--- config.mk ---
export PLATFORM = sky130hd
export DESIGN_NAME = l1_miss_arbiter_flat
export DESIGN_NICKNAME = d
export VERILOG_FILES = /design/src/rtl/l1_miss_arbiter_if.sv /design/src/rtl/l1_miss_arbiter.sv /design/src/flat_wrapper.sv
export SDC_FILE = /design/constraint.sdc
export NUM_CORES = 1
export LEC_CHECK = 0
export BUFFER_PORTS_ARGS = -buffer_cell sky130_fd_sc_hd__buf_2
export CAP_MARGIN = 0
export CORE_ASPECT_RATIO = 1.4
export CORE_MARGIN = 2
export CORE_UTILIZATION = 50
export CTS_CLUSTER_DIAMETER = 120
export DETAILED_ROUTE_END_ITERATION = 8
export GPL_TIMING_DRIVEN = 0
export MAX_ROUTING_LAYER = met4
export PLACE_DENSITY_LB_ADDON = 0.25
export SYNTH_ARGS = -nofsm -noshare
export SYNTH_HDL_FRONTEND = slang
export SYNTH_SLANG_ARGS = --single-unit
--- constraint.sdc ---
create_clock -name clk -period 4.8 [get_ports clk]
set_input_delay 0.96 -clock clk [delete_from_list [all_inputs] [get_ports clk]]
set_output_delay 0.96 -clock clk [all_outputs]
set_load 0.005 [all_outputs]
--- src/rtl/l1_miss_arbiter_if.sv ---
// l1_miss_arbiter_if: core-side and memory-side buses of the L1 miss arbiter
interface l1_miss_arbiter_if #(
    parameter int NUM_CORES = 2,
    parameter int ADDR_BITS = 8,
    parameter int DATA_BITS = 8
);
    logic [NUM_CORES-1:0]                core_read_valid;
    logic [NUM_CORES-1:0][ADDR_BITS-1:0] core_read_address;
    logic [NUM_CORES-1:0]                core_read_ready;
    logic [NUM_CORES-1:0][DATA_BITS-1:0] core_read_data;
    logic [NUM_CORES-1:0]                core_write_valid;
    logic [NUM_CORES-1:0][ADDR_BITS-1:0] core_write_address;
    logic [NUM_CORES-1:0][DATA_BITS-1:0] core_write_data;
    logic [NUM_CORES-1:0]                core_write_ready;
    logic                                mem_read_valid;
    logic [ADDR_BITS-1:0]                mem_read_address;
    logic                                mem_read_ready;
    logic [DATA_BITS-1:0]                mem_read_data;
    logic                                mem_write_valid;
    logic [ADDR_BITS-1:0]                mem_write_address;
    logic [DATA_BITS-1:0]                mem_write_data;
    logic                                mem_write_ready;
    modport master (
        output core_read_valid, core_read_address, core_write_valid, core_write_address,
               core_write_data, mem_read_ready, mem_read_data, mem_write_ready,
        input  core_read_ready, core_read_data, core_write_ready, mem_read_valid,
               mem_read_address, mem_write_valid, mem_write_address, mem_write_data
    );
    modport slave (
        input  core_read_valid, core_read_address, core_write_valid, core_write_address,
               core_write_data, mem_read_ready, mem_read_data, mem_write_ready,
        output core_read_ready, core_read_data, core_write_ready, mem_read_valid,
               mem_read_address, mem_write_valid, mem_write_address, mem_write_data
    );
endinterface

--- src/rtl/l1_miss_arbiter.sv ---
// l1_miss_arbiter: round-robin sharing of one data-memory channel among L1 caches (L1ARB_FIXED_PRIORITY_EN selects fixed priority)
module l1_miss_arbiter #(
    parameter int NUM_CORES = 2,
    parameter int ADDR_BITS = 8,
    parameter int DATA_BITS = 8
) (
    input logic              clk,
    input logic              reset,
    l1_miss_arbiter_if.slave bus
);
    localparam int GW = (NUM_CORES > 1) ? $clog2(NUM_CORES) : 1;

    typedef enum logic [1:0] {IDLE, READ_WAIT, WRITE_WAIT, RELEASE} state_t;

    state_t                              state_q, state_d;
    logic [GW-1:0]                       grant_q, grant_d;
    logic [GW-1:0]                       last_grant_q, last_grant_d;
    logic                                mem_read_valid_q, mem_read_valid_d;
    logic                                mem_write_valid_q, mem_write_valid_d;
    logic [ADDR_BITS-1:0]                mem_read_address_q, mem_read_address_d;
    logic [ADDR_BITS-1:0]                mem_write_address_q, mem_write_address_d;
    logic [DATA_BITS-1:0]                mem_write_data_q, mem_write_data_d;
    logic [NUM_CORES-1:0]                core_read_ready_q, core_read_ready_d;
    logic [NUM_CORES-1:0]                core_write_ready_q, core_write_ready_d;
    logic [NUM_CORES-1:0][DATA_BITS-1:0] core_read_data_q, core_read_data_d;
    logic [NUM_CORES-1:0]                req;
    logic [GW-1:0]                       cand;
    logic [GW-1:0]                       pick;
    logic                                found;

    assign req = bus.core_read_valid | bus.core_write_valid;

    // Find the first requesting core after the last grant (or from core 0 in fixed-priority builds)
    always_comb begin
        found = 1'b0;
        pick  = '0;
        cand  = '0;
        for (int i = 1; i <= NUM_CORES; i++) begin
`ifdef L1ARB_FIXED_PRIORITY_EN
            cand = GW'(i - 1);
`else
            cand = GW'((int'(last_grant_q) + i) % NUM_CORES);
`endif
            if (!found && req[cand]) begin
                found = 1'b1;
                pick  = cand;
            end
        end
    end

    // Next-state and registered-output computation for the grant/handshake/release cycle
    always_comb begin
        state_d             = state_q;
        grant_d             = grant_q;
        last_grant_d        = last_grant_q;
        mem_read_valid_d    = mem_read_valid_q;
        mem_write_valid_d   = mem_write_valid_q;
        mem_read_address_d  = mem_read_address_q;
        mem_write_address_d = mem_write_address_q;
        mem_write_data_d    = mem_write_data_q;
        core_read_ready_d   = '0;
        core_write_ready_d  = '0;
        core_read_data_d    = core_read_data_q;
        case (state_q)
            IDLE: if (found) begin
                grant_d      = pick;
                last_grant_d = pick;
                if (bus.core_read_valid[pick]) begin
                    mem_read_valid_d   = 1'b1;
                    mem_read_address_d = bus.core_read_address[pick];
                    state_d            = READ_WAIT;
                end else begin
                    mem_write_valid_d   = 1'b1;
                    mem_write_address_d = bus.core_write_address[pick];
                    mem_write_data_d    = bus.core_write_data[pick];
                    state_d             = WRITE_WAIT;
                end
            end
            READ_WAIT: if (bus.mem_read_ready) begin
                core_read_data_d[grant_q]  = bus.mem_read_data;
                core_read_ready_d[grant_q] = 1'b1;
                mem_read_valid_d           = 1'b0;
                state_d                    = RELEASE;
            end
            WRITE_WAIT: if (bus.mem_write_ready) begin
                core_write_ready_d[grant_q] = 1'b1;
                mem_write_valid_d           = 1'b0;
                state_d                     = RELEASE;
            end
            RELEASE: state_d = req[grant_q] ? RELEASE : IDLE;
            default: state_d = IDLE;
        endcase
    end

    // State and output registers with synchronous reset
    always_ff @(posedge clk) begin
        if (reset) begin
            state_q             <= IDLE;
            grant_q             <= '0;
            last_grant_q        <= GW'(NUM_CORES - 1);
            mem_read_valid_q    <= 1'b0;
            mem_write_valid_q   <= 1'b0;
            mem_read_address_q  <= '0;
            mem_write_address_q <= '0;
            mem_write_data_q    <= '0;
            core_read_ready_q   <= '0;
            core_write_ready_q  <= '0;
            core_read_data_q    <= '0;
        end else begin
            state_q             <= state_d;
            grant_q             <= grant_d;
            last_grant_q        <= last_grant_d;
            mem_read_valid_q    <= mem_read_valid_d;
            mem_write_valid_q   <= mem_write_valid_d;
            mem_read_address_q  <= mem_read_address_d;
            mem_write_address_q <= mem_write_address_d;
            mem_write_data_q    <= mem_write_data_d;
            core_read_ready_q   <= core_read_ready_d;
            core_write_ready_q  <= core_write_ready_d;
            core_read_data_q    <= core_read_data_d;
        end
    end

    assign bus.mem_read_valid    = mem_read_valid_q;
    assign bus.mem_read_address  = mem_read_address_q;
    assign bus.mem_write_valid   = mem_write_valid_q;
    assign bus.mem_write_address = mem_write_address_q;
    assign bus.mem_write_data    = mem_write_data_q;
    assign bus.core_read_ready   = core_read_ready_q;
    assign bus.core_write_ready  = core_write_ready_q;
    assign bus.core_read_data    = core_read_data_q;
endmodule
--- src/flat_wrapper.sv ---
// flat-port wrapper written by rule: the top's interface ports become plain ports
module l1_miss_arbiter_flat 
#(
    parameter int NUM_CORES = 2,
    parameter int ADDR_BITS = 8,
    parameter int DATA_BITS = 8
)
  (clk, reset, bus_core_read_valid, bus_core_read_address, bus_core_write_valid, bus_core_write_address, bus_core_write_data, bus_mem_read_ready, bus_mem_read_data, bus_mem_write_ready, bus_core_read_ready, bus_core_read_data, bus_core_write_ready, bus_mem_read_valid, bus_mem_read_address, bus_mem_write_valid, bus_mem_write_address, bus_mem_write_data);
  l1_miss_arbiter_if #(.NUM_CORES(NUM_CORES), .ADDR_BITS(ADDR_BITS), .DATA_BITS(DATA_BITS)) bus_i ();
  input logic clk;
  input logic reset;
  input wire logic [$bits(bus_i.core_read_valid)-1:0] bus_core_read_valid;
  input wire logic [$bits(bus_i.core_read_address)-1:0] bus_core_read_address;
  input wire logic [$bits(bus_i.core_write_valid)-1:0] bus_core_write_valid;
  input wire logic [$bits(bus_i.core_write_address)-1:0] bus_core_write_address;
  input wire logic [$bits(bus_i.core_write_data)-1:0] bus_core_write_data;
  input wire logic [$bits(bus_i.mem_read_ready)-1:0] bus_mem_read_ready;
  input wire logic [$bits(bus_i.mem_read_data)-1:0] bus_mem_read_data;
  input wire logic [$bits(bus_i.mem_write_ready)-1:0] bus_mem_write_ready;
  output wire logic [$bits(bus_i.core_read_ready)-1:0] bus_core_read_ready;
  output wire logic [$bits(bus_i.core_read_data)-1:0] bus_core_read_data;
  output wire logic [$bits(bus_i.core_write_ready)-1:0] bus_core_write_ready;
  output wire logic [$bits(bus_i.mem_read_valid)-1:0] bus_mem_read_valid;
  output wire logic [$bits(bus_i.mem_read_address)-1:0] bus_mem_read_address;
  output wire logic [$bits(bus_i.mem_write_valid)-1:0] bus_mem_write_valid;
  output wire logic [$bits(bus_i.mem_write_address)-1:0] bus_mem_write_address;
  output wire logic [$bits(bus_i.mem_write_data)-1:0] bus_mem_write_data;
  assign bus_i.core_read_valid = bus_core_read_valid;
  assign bus_i.core_read_address = bus_core_read_address;
  assign bus_i.core_write_valid = bus_core_write_valid;
  assign bus_i.core_write_address = bus_core_write_address;
  assign bus_i.core_write_data = bus_core_write_data;
  assign bus_i.mem_read_ready = bus_mem_read_ready;
  assign bus_i.mem_read_data = bus_mem_read_data;
  assign bus_i.mem_write_ready = bus_mem_write_ready;
  assign bus_core_read_ready = bus_i.core_read_ready;
  assign bus_core_read_data = bus_i.core_read_data;
  assign bus_core_write_ready = bus_i.core_write_ready;
  assign bus_mem_read_valid = bus_i.mem_read_valid;
  assign bus_mem_read_address = bus_i.mem_read_address;
  assign bus_mem_write_valid = bus_i.mem_write_valid;
  assign bus_mem_write_address = bus_i.mem_write_address;
  assign bus_mem_write_data = bus_i.mem_write_data;
  l1_miss_arbiter #(.NUM_CORES(NUM_CORES), .ADDR_BITS(ADDR_BITS), .DATA_BITS(DATA_BITS)) u_core (.clk(clk), .reset(reset), .bus(bus_i));
endmodule
Word-level counts from Yosys, hierarchy flattened
Cells that the tools add are included.
Widths: inputs -> output; s select.
{"block": "totals", "reg_bits": 50, "in_bits": 64, "output_inout_bits": 46, "elab_cells": 85}
{"block": "op_classes", "n_addsub": 2, "order_cmp": 5, "n_eq_ne": 8, "mux": 37, "bitwise": 6, "reduce_logical": 15}
{"op": "$mux 8", "count": 7}
{"op": "$mux 1", "count": 19}
{"op": "$bwmux 16", "count": 1}
{"op": "$mux 2", "count": 5}
{"op": "$reduce_and 3->1", "count": 3}
{"op": "$demux 8 s1", "count": 1}
{"op": "$lt 1x2->1 const B", "count": 4}
{"op": "$pmux 2 s4", "count": 1}
{"op": "$reduce_and 4->1", "count": 2}
{"op": "$ne 2x2->1 const B", "count": 3}
{"op": "$reduce_or 3->1", "count": 2}
{"op": "$not 1->1", "count": 5}
{"op": "$eq 2x2->1 const B", "count": 2}
{"op": "$ne 2x1->1 const B", "count": 2}
{"op": "$pmux 1 s2", "count": 2}
{"op": "$reduce_and 2->1", "count": 2}
{"op": "$reduce_bool 2->1", "count": 2}
{"op": "$add 1x1->1 const B", "count": 2}
{"op": "$eq 2x1->1 const B", "count": 1}
{"op": "$logic_and 1x1->1", "count": 2}
{"op": "$logic_not 2->1", "count": 1}
{"op": "$or 2x2->2", "count": 1}
{"op": "$demux 1 s1", "count": 1}
{"op": "$ge 1x1->1 const B", "count": 1}
{"op": "$logic_not 1->1", "count": 1}

Depth between registers and ports, before layout
Gate-level depths: netlist of the first run.
{"block": "depth", "depth_word": 12, "ltp_mapped": 9, "depth_no_buf": 6}

Worst setup path after synthesis of the first run
No wires, ideal clock.
{"block": "synth_path", "kind": "input port to flip-flop", "startpoint": "input port bus_core_read_valid[1]", "endpoint": "register u_core.mem_write_data_q[2] (netlist: u_core.bus.mem_write_data[2])", "setup_ps": 92, "t_arrival_ps": 2110, "required_time_ps": 4708, "setup_slack_ps": 2598, "stages": 8, "path_buffers": 4, "cell_sequence": "buf_6 inv_2 o2111a_1 buf_6 or2_1 buf_6 buf_12 a311oi_4"}
{"block": "synth_between", "elab_chain_cells": 11, "elab_cells_between_ends": 17, "classes_between": "mux: 12; bitwise: 2; reduce/logical: 3"}
{"element": "start, declared", "line": "flat_wrapper.sv:12", "rtl": "input wire logic [$bits(bus_i.core_read_valid)-1:0] bus_core_read_valid;"}
{"element": "$or 2x2->2", "line": "l1_miss_arbiter.sv:31", "rtl": "assign req = bus.core_read_valid | bus.core_write_valid;"}
{"element": "$mux 1 (not written as such) (2 in series)", "line": "l1_miss_arbiter.sv:44", "rtl": "if (!found && req[cand]) begin"}
{"element": "$mux 1", "line": "l1_miss_arbiter.sv:44"}
{"element": "$logic_not 1->1", "line": "l1_miss_arbiter.sv:44"}
{"element": "$logic_and 1x1->1", "line": "l1_miss_arbiter.sv:44"}
{"element": "$mux 1", "line": "l1_miss_arbiter.sv:44"}
{"element": "$mux 1 (not written as such) (2 in series)", "line": "l1_miss_arbiter.sv:68", "rtl": "if (bus.core_read_valid[pick]) begin"}
{"element": "$not 1->1 (no source line)"}
{"element": "$reduce_and 3->1 (no source line)"}
{"element": "end signal, assigned", "line": "l1_miss_arbiter.sv:117", "rtl": "mem_write_data_q <= mem_write_data_d;"}
{"element": "end, declared", "line": "l1_miss_arbiter.sv:22", "rtl": "logic [DATA_BITS-1:0] mem_write_data_q, mem_write_data_d;"}
Parallel ways exist; a longest one is shown, timed or not. The select of a mux whose other input is x is not followed.
A chain may end at the register's enable or synchronous reset.

Final worst setup path of the first run
{"block": "layout_path", "startpoint": "input port bus_core_read_valid[0]", "endpoint": "register u_core.mem_write_data_q[6] (netlist: u_core.bus.mem_write_data[6])"}
The elaborated chain is that of the path after synthesis.

==> impl_metrics.json, run 1 <==
{
  "die_area_sq_um": 5300,
  "hold_viol": 0,
  "initial_core_util_pct": 52.1,
  "ff2ff_setup_slack_ns": 2.66,
  "fin_crit_sh_pct": 44.6,
  "r2r-start": "u_core.state_q[0]",
  "place_hpwl_um": 4440,
  "synthesis.nets": 343,
  "drive_gt1_share_pct": 37.4,
  "synth_top_family_by_area": "compound AO/OA/AOI/OAI gates",
  "cts_buffer_depth": 2,
  "cpPeakStageDelay_ns": 0.62,
  "worst-path-stages": 6,
  "fillers": 427,
  "placed_area_sq_um": 2980,
  "cts_max_level": 2,
  "ant_nets": 0,
  "syn_area_per_cell_sq_um": 8.63,
  "clkLatencyLatePin_ns": 0.30,
  "critPathArrivalTime_ns": 2.30,
  "synth-simple-area-share_pct": 23.5,
  "finalSetupViolCount": 0,
  "chipWidth_um": 62.1,
  "nets": 457,
  "cp.required_ns": 4.97,
  "synth_compound_area_share_pct": 23.7,
  "synth-main-ff-cell": "dfxtp_1",
  "syn_to_final_growth_pct": 29.3,
  "p_leak_nw": 1.37,
  "async_reset_ff_share_pct": 0,
  "synth-seq-cells": 50,
  "layout.cells.non_filler": 450,
  "fin_worst_skew_ns": 0.00639,
  "dp_cells": 443,
  "p_per_area_nw_per_um2": 459,
  "ys_seq_area_share_pct": 42.3,
  "critPathBufInv": 3,
  "drt_pass1_iterations": 4,
  "routedWlPerCell_um": 12.7,
  "crit_chain": "buf_2 -> a2111oi_4 -> or2_1 -> buf_6 -> buf_12 -> a311oi_2",
  "maxCapViolCount": 0,
  "antenna_found_initial": 0,
  "status": "completed",
  "cts_resized": 0,
  "slowest_stage": "a2111oi_4",
  "synth_edf_count": 0,
  "antennaDiodeCount": 0,
  "crit_fanout": 10,
  "synth_fa_ha_area_share_pct": 2.65,
  "rsz0062_at_grt": "false",
  "fp.coreArea_sq_um": 4540,
  "fmax_ghz": 0.468,
  "grt_pass1_vias": 2211,
  "crit_end": "u_core.bus.mem_write_data[6]",
  "path_clk_slew_ns": 0.09,
  "syn_area_sq_um": 2360,
  "route.detailed.drc": 0,
  "drt-total-wl_um": 5720,
  "synth_mux_area_share_pct": 0,
  "tritoncts": "done",
  "tightest_slew_ns": 0.719,
  "hold_class": "flip-flop to flip-flop",
  "ff2ff_path_depth": 9,
  "multi_input_area_sq_um": 1180,
  "io_buffers": 107,
  "drt_iter0_drc": 73,
  "startpoint_type": "input pin",
  "end_kind": "flip-flop",
  "die_y_um": 85.4,
  "relSlewSlack_pct": 52.1,
  "vias": 2314,
  "pin_count": 110,
  "maxSlewViolCount": 0,
  "final_area_sq_um": 3060,
  "yosysUniqueCellTypes": 42,
  "grt_max_degree": 15,
  "utilization_pct": 67.4,
  "regArea_sq_um": 1000,
  "layout_min_cycle_time_ns": 2.14,
  "grt_pass1_wl_um": 9440,
  "hold_buffers": 0,
  "track_usage_pct": 22.5,
  "irDropWorstVdd_uv": 252,
  "via_per_inst": 5.14,
  "gr-total-overflow": 0,
  "path_class": "input pin to flip-flop",
  "clock-sinks": 50,
  "cpLargestDelayFamily": "compound AO/OA/AOI/OAI gates",
  "numCtsBuffers": 5,
  "netlist_instances": 274,
  "r2r-end": "u_core.bus.mem_write_data[6]",
  "cts_root_buf": "clkbuf_8",
  "synth_xor_area_share_pct": 0,
  "cp-startpoint": "bus_core_read_valid[0]",
  "fp-row-count": 29,
  "cts_setup_buffers": 0,
  "ys.warnings.count": 0,
  "place_congestion": 0.845,
  "fin_tns_setup_ns": 0
}
## state kept, by name, summed over array words and instances (netlist names)
name / flops
u_core.bus.core_read_data: 16
u_core.bus.core_read_ready: 2
u_core.bus.core_write_ready: 2
u_core.bus.mem_read_address: 8
u_core.bus.mem_read_valid: 1
u_core.bus.mem_write_address: 8
u_core.bus.mem_write_data: 8
u_core.bus.mem_write_valid: 1
u_core.grant_q: 1
u_core.last_grant_q: 1
u_core.state_q: 2
## kinds of logic after synthesis
group,Yosys count
and+or+nand+nor,130
AOI/OAI and AO/OA,58
DFF,50
buffers and inverters,31
adders and majority gates,5
## layer usage
metal	share of wire (%)	up-vias	track usage (%)
met1	40	1034	23.8
met2	52	88	40.9
li1	-	1180	-
met3	6.1	12	3.98
met4	2.5	0	10.1
met5	0	-	-
## area by class of cell
type                            count  share of cell area (%)
Multi-Input combinational cell    193                    38.6
Sequential cell                    50                    32.7
Timing Repair Buffer              107                    17.5
Buffer                             22                    4.83
Tap cell                           62                    2.54
Clock buffer                        6                    2.37
Inverter                            9                    1.19
Clock inverter                      1                   0.245
## worst min path at each step
| stage | start | end | slack [ns] | cells after the start |
|---|---|---|---|---|
| floorplan | u_core.bus.mem_write_valid | u_core.bus.mem_write_valid | 0.45 | 2 |
| global placement | u_core.bus.core_read_data[15] | u_core.bus.core_read_data[15] | 0.44 | 2 |
| detailed placement | u_core.bus.core_read_data[5] | u_core.bus.core_read_data[5] | 0.44 | 2 |
| CTS | u_core.bus.core_read_data[5] | u_core.bus.core_read_data[5] | 0.46 | 2 |
| global route | u_core.bus.core_read_data[7] | u_core.bus.core_read_data[7] | 0.47 | 2 |
| finish | u_core.bus.core_read_data[5] | u_core.bus.core_read_data[5] | 0.45 | 2 |
## placed cells by master, fill, tap and decap left out, types with 3 or more instances in the layout
cell / instances
nand2_1: 83
ha_1: 5
nor2_1: 13
clkbuf_8: 5
buf_2: 113
inv_1: 6
clkbuf_1: 9
nor3_1: 18
a311oi_1: 12
buf_6: 5
dfxtp_1: 50
nand2b_1: 4
a21oi_1: 18
a211oi_1: 3
a311oi_2: 10
## power breakdown
group	switching [W]	internal, W	total, W
clock network	0.000133	0.000100	0.000233
registers	0.0000586	0.000513	0.000572
logic	0.000326	0.000272	0.000597
## cells in the mapped netlist, types with 2 or more instances
| cell | n | area share [%] |
|---|---|---|
| a311oi_1 | 12 | 4.4 |
| nand2b_1 | 4 | 1.1 |
| nand2_1 | 83 | 13 |
| nor2b_1 | 2 | 0.53 |
| a21oi_1 | 18 | 3.8 |
| inv_2 | 2 | 0.32 |
| dfxtp_1 | 50 | 42 |
| buf_6 | 5 | 2.4 |
| buf_2 | 6 | 1.3 |
| a311oi_2 | 10 | 6.3 |
| nor3b_1 | 2 | 0.63 |
| clkbuf_1 | 8 | 1.3 |
| nor2_1 | 13 | 2.1 |
| o32ai_1 | 2 | 0.74 |
| ha_1 | 5 | 2.6 |
| nor3_1 | 18 | 3.8 |
| a311oi_4 | 2 | 2.2 |
| a211oi_1 | 3 | 0.95 |
| inv_1 | 6 | 0.95 |
## per-stage QoR
stage               setup slack, ns  power [W]  hold slack [ns]
global placement               2.35    0.00117            0.438
CTS                            2.66    0.00141            0.456
global route                   2.52    0.00150            0.470
floorplan                      2.60   0.000985            0.450
detailed placement             2.34    0.00118            0.444
finish                         2.66    0.00140            0.454
## tightest hold or removal path: stages (launching register included)
cell and delay (ns):
dfxtp_1 0.31, nand2_1 0.05, a21oi_1 0.05
Note: power is estimated with default switching activity, not from simulation.
==> run 2, diff against run 1 <==
CORE_UTILIZATION = 42   (was 50)
clock period = 1.94 ns   (was 4.8 ns; I/O delays follow)
==> run 2 against run 1 <==
  * Total power rose to 2.5 times the previous value
  * Combinational power rose to 2.6 times the previous value
  * Non-clock buffer count rose by 4
  * Wire length rose by 3.6%
  * Utilization fell by 11 points
  * Sequential power rose by 150%
  * Clock skew fell by 0.0011 ns
  * Critical endpoint is now u_core.bus.mem_write_data[4]
  * Via count fell by 0.48%
==> impl_metrics.json, run 2 (synthesis results as in run 1) <==
{
  "regArea_sq_um": 1010,
  "grt_max_degree": 16,
  "clock-sinks": 50,
  "grt_pass1_vias": 2313,
  "r2r-start": "u_core.state_q[0]",
  "slowest_stage": "dfxtp_4",
  "cpLargestDelayFamily": "buffers and inverters",
  "finalSetupViolCount": 0,
  "place_congestion": 0.811,
  "layout_min_cycle_time_ns": 1.83,
  "antennaDiodeCount": 0,
  "mostFrequentLayoutCell": "buf_2",
  "crit_fanout": 10,
  "fin_crit_sh_pct": 94.2,
  "fp-row-count": 32,
  "cp.required_ns": 2.16,
  "via_per_inst": 5.00,
  "cts_buffer_depth": 2,
  "largest_reg_flops": 16,
  "drive_gt1_share_pct": 39.2,
  "maxCapViolCount": 0,
  "maxSlewViolCount": 0,
  "worstHoldPathCells": 3,
  "cp-startpoint": "u_core.state_q[0]",
  "ant_nets": 0,
  "initial_core_util_pct": 43.1,
  "fmax_ghz": 0.547,
  "p_leak_nw": 1.40,
  "tightest_slew_ns": 0.735,
  "critPathArrivalTime_ns": 2.05,
  "relSlewSlack_pct": 51.0,
  "end_kind": "flip-flop",
  "hold_buffers": 0,
  "hold_class": "input pin to flip-flop",
  "placed_area_sq_um": 2990,
  "drt-total-wl_um": 5920,
  "fin_worst_skew_ns": 0.00526,
  "p_per_area_nw_per_um2": 1130,
  "nets": 461,
  "irDropWorstVdd_uv": 524,
  "critPathBufInv": 5,
  "routedWlPerCell_um": 12.8,
  "final_cell_mix": "buf_2 (113), nand2_1 (83), dfxtp_1 (48), a21oi_1 (18), nor3_1 (18)",
  "fp.coreArea_sq_um": 5490,
  "drt_pass1_iterations": 4,
  "rsz0062_at_grt": "false",
  "antenna_found_initial": 0,
  "vias": 2303,
  "path_class": "flip-flop to flip-flop",
  "numCtsBuffers": 5,
  "drt_iter0_drc": 84,
  "ff2ff_path_depth": 9,
  "fin_ws_ns": 0.112,
  "crit_chain": "inv_2 -> ha_2 -> buf_6 -> o2111a_1 -> buf_6 -> or2_1 -> buf_6 -> buf_12 -> a311oi_2",
  "cts_root_buf": "clkbuf_8",
  "fillers": 525,
  "gr-total-overflow": 0,
  "track_usage_pct": 20.7,
  "path_clk_slew_ns": 0.09,
  "grt_pass1_wl_um": 9950,
  "io_buffers": 107,
  "multi_input_area_sq_um": 1180,
  "place_hpwl_um": 4670,
  "worstHoldStart": "bus_mem_read_data[6]",
  "startpoint_type": "flip-flop",
  "cts_max_level": 2,
  "die_area_sq_um": 6250,
  "hold_viol": 0,
  "cp_common_cell": "buf_6",
  "worst-path-stages": 9,
  "chipWidth_um": 67.4,
  "tritoncts": "done",
  "syn_to_final_growth_pct": 31.6,
  "final_area_sq_um": 3110,
  "die_y_um": 92.8,
  "cpPeakStageDelay_ns": 0.37,
  "pin_count": 110,
  "route.detailed.drc": 0,
  "status": "completed",
  "dp_slack_ns": -0.214,
  "clkLatencyLatePin_ns": 0.30
}
-- run 2: cell types whose count changed in the layout (fill, tap and decap cells not counted), sizes merged --
cell | previous run | this run
clkinv | 0 | 2
buf | 121 | 125
clkinvlp | 1 | 0
-- run 2: worst register-to-register path: stages (launching register included) --
cell	delay (ns)
dfxtp_4	0.37
inv_2	0.05
ha_2	0.17
buf_6	0.13
o2111a_1	0.15
buf_6	0.14
or2_1	0.23
buf_6	0.14
buf_12	0.15
a311oi_2	0.22
-- run 2: repair_timing --
item | CTS | global route
setup endpoints to repair | 16 | 11
gates cloned | 0 | 0
pin swaps | 1 | 1
gates resized for setup | 1 | 5
setup buffers | 2 | 2
-- run 2: final cells by class --
cell class | instances | area share [%]
sequential | 50 | 32.3
timing repair buffer | 111 | 18.2
clock buffer | 6 | 2.33
buffer | 22 | 4.86
multi-input combinational | 193 | 38.0
inverter | 9 | 1.17
clock inverter | 2 | 0.442
tap | 68 | 2.73
-- run 2: final timing paths --
check	endpoint	slack [ns]
hold reg to reg	u_core.bus.core_read_data[14]	0.46
hold / removal	u_core.bus.core_read_data[6]	0.34
setup / recovery	u_core.bus.mem_write_data[4]	0.11
setup reg to reg	u_core.bus.mem_write_data[4]	0.11
-- run 2: power by group --
group	switching, W	internal [W]
sequential	0.000139	0.00128
combinational	0.000819	0.000707
clock	0.000329	0.000255
-- run 2: per-layer routing --
metal	GRT usage (%)	part of all wire, %
met5	-	0
met4	5.10	0.95
met3	4.86	6.2
met2	37.7	53
met1	21.9	40
-- run 2: through the flow --
step                      hold slack (ns)  util (%)  std cells  setup TNS, ns  total power (W)
after floorplan                     0.450         -        274              0          0.00244
after global placement              0.440      54.4        449          -1.76          0.00290
after detailed placement            0.444      54.4        449          -2.31          0.00293
after CTS                           0.330      56.3        459              0          0.00353
after global routing                0.337      56.8        461              0          0.00380
final                               0.337      56.8        461              0          0.00353
==> run 3, diff against run 2 <==
CELL_PAD_IN_SITES_DETAIL_PLACEMENT = 0   (was default)
CELL_PAD_IN_SITES_GLOBAL_PLACEMENT = 1   (was default)
CORE_UTILIZATION = 30   (was 42)
==> run 3 against run 2 <==
  * First-iteration DRC count down 56%
  * Register-to-register slack got worse by 0.03 ns
  * Total power increased by 2.4%
  * Sequential power about the same
  * Non-clock buffer count rose by 3
  * Critical endpoint is now u_core.bus.mem_write_data[3]
  * Largest power group unchanged
  * Setup slack got worse by 0.032 ns
  * Count of clock-buffer cells in the layout grew 1
==> impl_metrics.json, run 3 (synthesis results as in run 1) <==
{
  "r2r-start": "u_core.state_q[0]",
  "fin_crit_sh_pct": 95.8,
  "rsz0062_at_grt": "false",
  "cts_buffer_depth": 2,
  "path_class": "flip-flop to flip-flop",
  "dp_slack_ns": -0.348,
  "grt_max_degree": 15,
  "startpoint_type": "flip-flop",
  "route.detailed.drc": 0,
  "grt_use_met1_pct": 19.5,
  "worstHoldStart": "bus_mem_read_data[0]",
  "largest_reg_flops": 16,
  "cts_max_level": 2,
  "maxSlewViolCount": 0,
  "gr-total-overflow": 0,
  "hold_class": "input pin to flip-flop",
  "grt_pass1_vias": 2375,
  "antennaDiodeCount": 0,
  "finalSetupViolCount": 0,
  "via_per_inst": 4.66,
  "syn_to_final_growth_pct": 34.5,
  "fin_tns_setup_ns": 0,
  "end_kind": "flip-flop",
  "final_cell_mix": "buf_2 (113), nand2_1 (83), dfxtp_1 (48), a21oi_1 (18), nor3_1 (18)",
  "fp-row-count": 38,
  "hold_buffers": 0,
  "p_leak_nw": 1.42,
  "tritoncts": "done",
  "fp.coreArea_sq_um": 7700,
  "io_buffers": 107,
  "fin_worst_skew_ns": 0.00353,
  "utilization_pct": 41.3,
  "path_clk_slew_ns": 0.09,
  "worstHoldPathCells": 3,
  "fin_ws_ns": 0.0806,
  "antenna_found_initial": 0,
  "initial_core_util_pct": 30.7,
  "ff2ff_setup_slack_ns": 0.08,
  "pin_count": 110,
  "status": "completed",
  "chipWidth_um": 79.0,
  "fmax_ghz": 0.538,
  "cp.required_ns": 2.15,
  "hold_viol": 0,
  "grt_use_met3_pct": 4.22,
  "relSlewSlack_pct": 50.5,
  "track_usage_pct": 16.8,
  "cts_root_buf": "clkbuf_8",
  "die_area_sq_um": 8620,
  "numCtsBuffers": 5,
  "grt_pass1_wl_um": 11200,
  "nets": 464,
  "hold_end": "u_core.bus.core_read_data[8]",
  "clkLatencyLatePin_ns": 0.29,
  "use_met2_pct": 28.9,
  "r2r-end": "u_core.bus.mem_write_data[3]",
  "maxCapViolCount": 0,
  "drt_pass1_iterations": 4,
  "routedWlPerCell_um": 13.6,
  "layout_min_cycle_time_ns": 1.86,
  "place_hpwl_um": 5090,
  "crit_fanout": 10,
  "ff2ff_path_depth": 9,
  "grt-busiest-layer": "met2",
  "irDropWorstVdd_uv": 490,
  "critPathArrivalTime_ns": 2.07,
  "vias": 2312,
  "tightest_slew_ns": 0.742,
  "drive_gt1_share_pct": 39.6,
  "drt-total-wl_um": 6740,
  "ant_nets": 0,
  "clock-sinks": 50,
  "mostFrequentLayoutCell": "buf_2",
  "die_y_um": 109,
  "place_congestion": 0.852,
  "drt_iter0_drc": 37,
  "p_per_area_nw_per_um2": 1130
}
[run 3: cell types whose count changed in the layout (fill, tap and decap cells not counted)]
| cell | change |
|---|---|
| inv_4 | -1 |
| ha_2 | -1 |
| buf_4 | +3 |
| clkbuf_8 | +1 |
| inv_1 | -1 |
| ha_1 | +1 |
| inv_6 | +1 |
| clkinv_4 | -1 |
| inv_2 | +1 |
[run 3: worst max-delay path by stage]
| stage | startpoint | end | slack, ns | depth (start not counted) |
|---|---|---|---|---|
| after floorplan | u_core.state_q[0] | u_core.bus.mem_write_address[7] | 0.06 | 9 |
| after global placement | u_core.state_q[0] | u_core.bus.mem_write_address[7] | -0.31 | 9 |
| after detailed placement | u_core.state_q[0] | u_core.bus.mem_write_data[3] | -0.35 | 9 |
| after CTS | u_core.state_q[1] | u_core.bus.mem_write_data[3] | 0.02 | 9 |
| after global routing | u_core.state_q[0] | u_core.bus.mem_write_data[3] | 0.01 | 9 |
| final | u_core.state_q[0] | u_core.bus.mem_write_data[3] | 0.08 | 9 |
[run 3: metrics by stage]
| step | power, W | hold slack, ns | cells | cell area, sq um |
|---|---|---|---|---|
| final | 0.00361 | 0.331 | 496 | 3180 |
| after global routing | 0.00391 | 0.335 | 496 | 3180 |
| after CTS | 0.00362 | 0.320 | 493 | 3150 |
| after detailed placement | 0.00296 | 0.445 | 481 | 3030 |
| after global placement | 0.00294 | 0.441 | 481 | 3030 |
| after floorplan | 0.00244 | 0.450 | 274 | 2360 |
[run 3: repair_timing]
item                                    CTS  global route
endpoints found under the setup margin   17            10
buffers inserted                          4             3
pin swaps                                 1             2
gates resized for setup                   2             5
[run 3: report_power, final]
group / internal [W] / leakage [nW] / total, W / switching, W
sequential: 0.00128 / 0.410 / 0.00141 / 0.000139
combinational: 0.000720 / 0.965 / 0.00157 / 0.000853
clock: 0.000288 / 0.0482 / 0.000621 / 0.000333
[run 3: cell type report]
type                    count  area (sq um)
fillers                   835          4520
multi-input cells         193          1180
flip-flops and latches     50          1010
repair buffers            114           588
plain buffers              22           151
well taps                 100           125
clock buffers               7          86.3
inverters                   9          38.8
clock inverters             1          5.00
[run 3: layer usage]
metal  part of all wire, %  up-vias
met3                   7.3        2
met2                    48       86
met1                    44     1028
li1                      -     1196
met5                     0        -
met4                  0.31        0
[run 3: critical path, cell delays in order (launching register included)]
cell	delay [ns]
dfxtp_2	0.36
inv_2	0.05
ha_1	0.20
buf_6	0.14
o2111a_1	0.14
buf_6	0.13
or2_1	0.23
buf_6	0.14
buf_12	0.15
a311oi_2	0.23
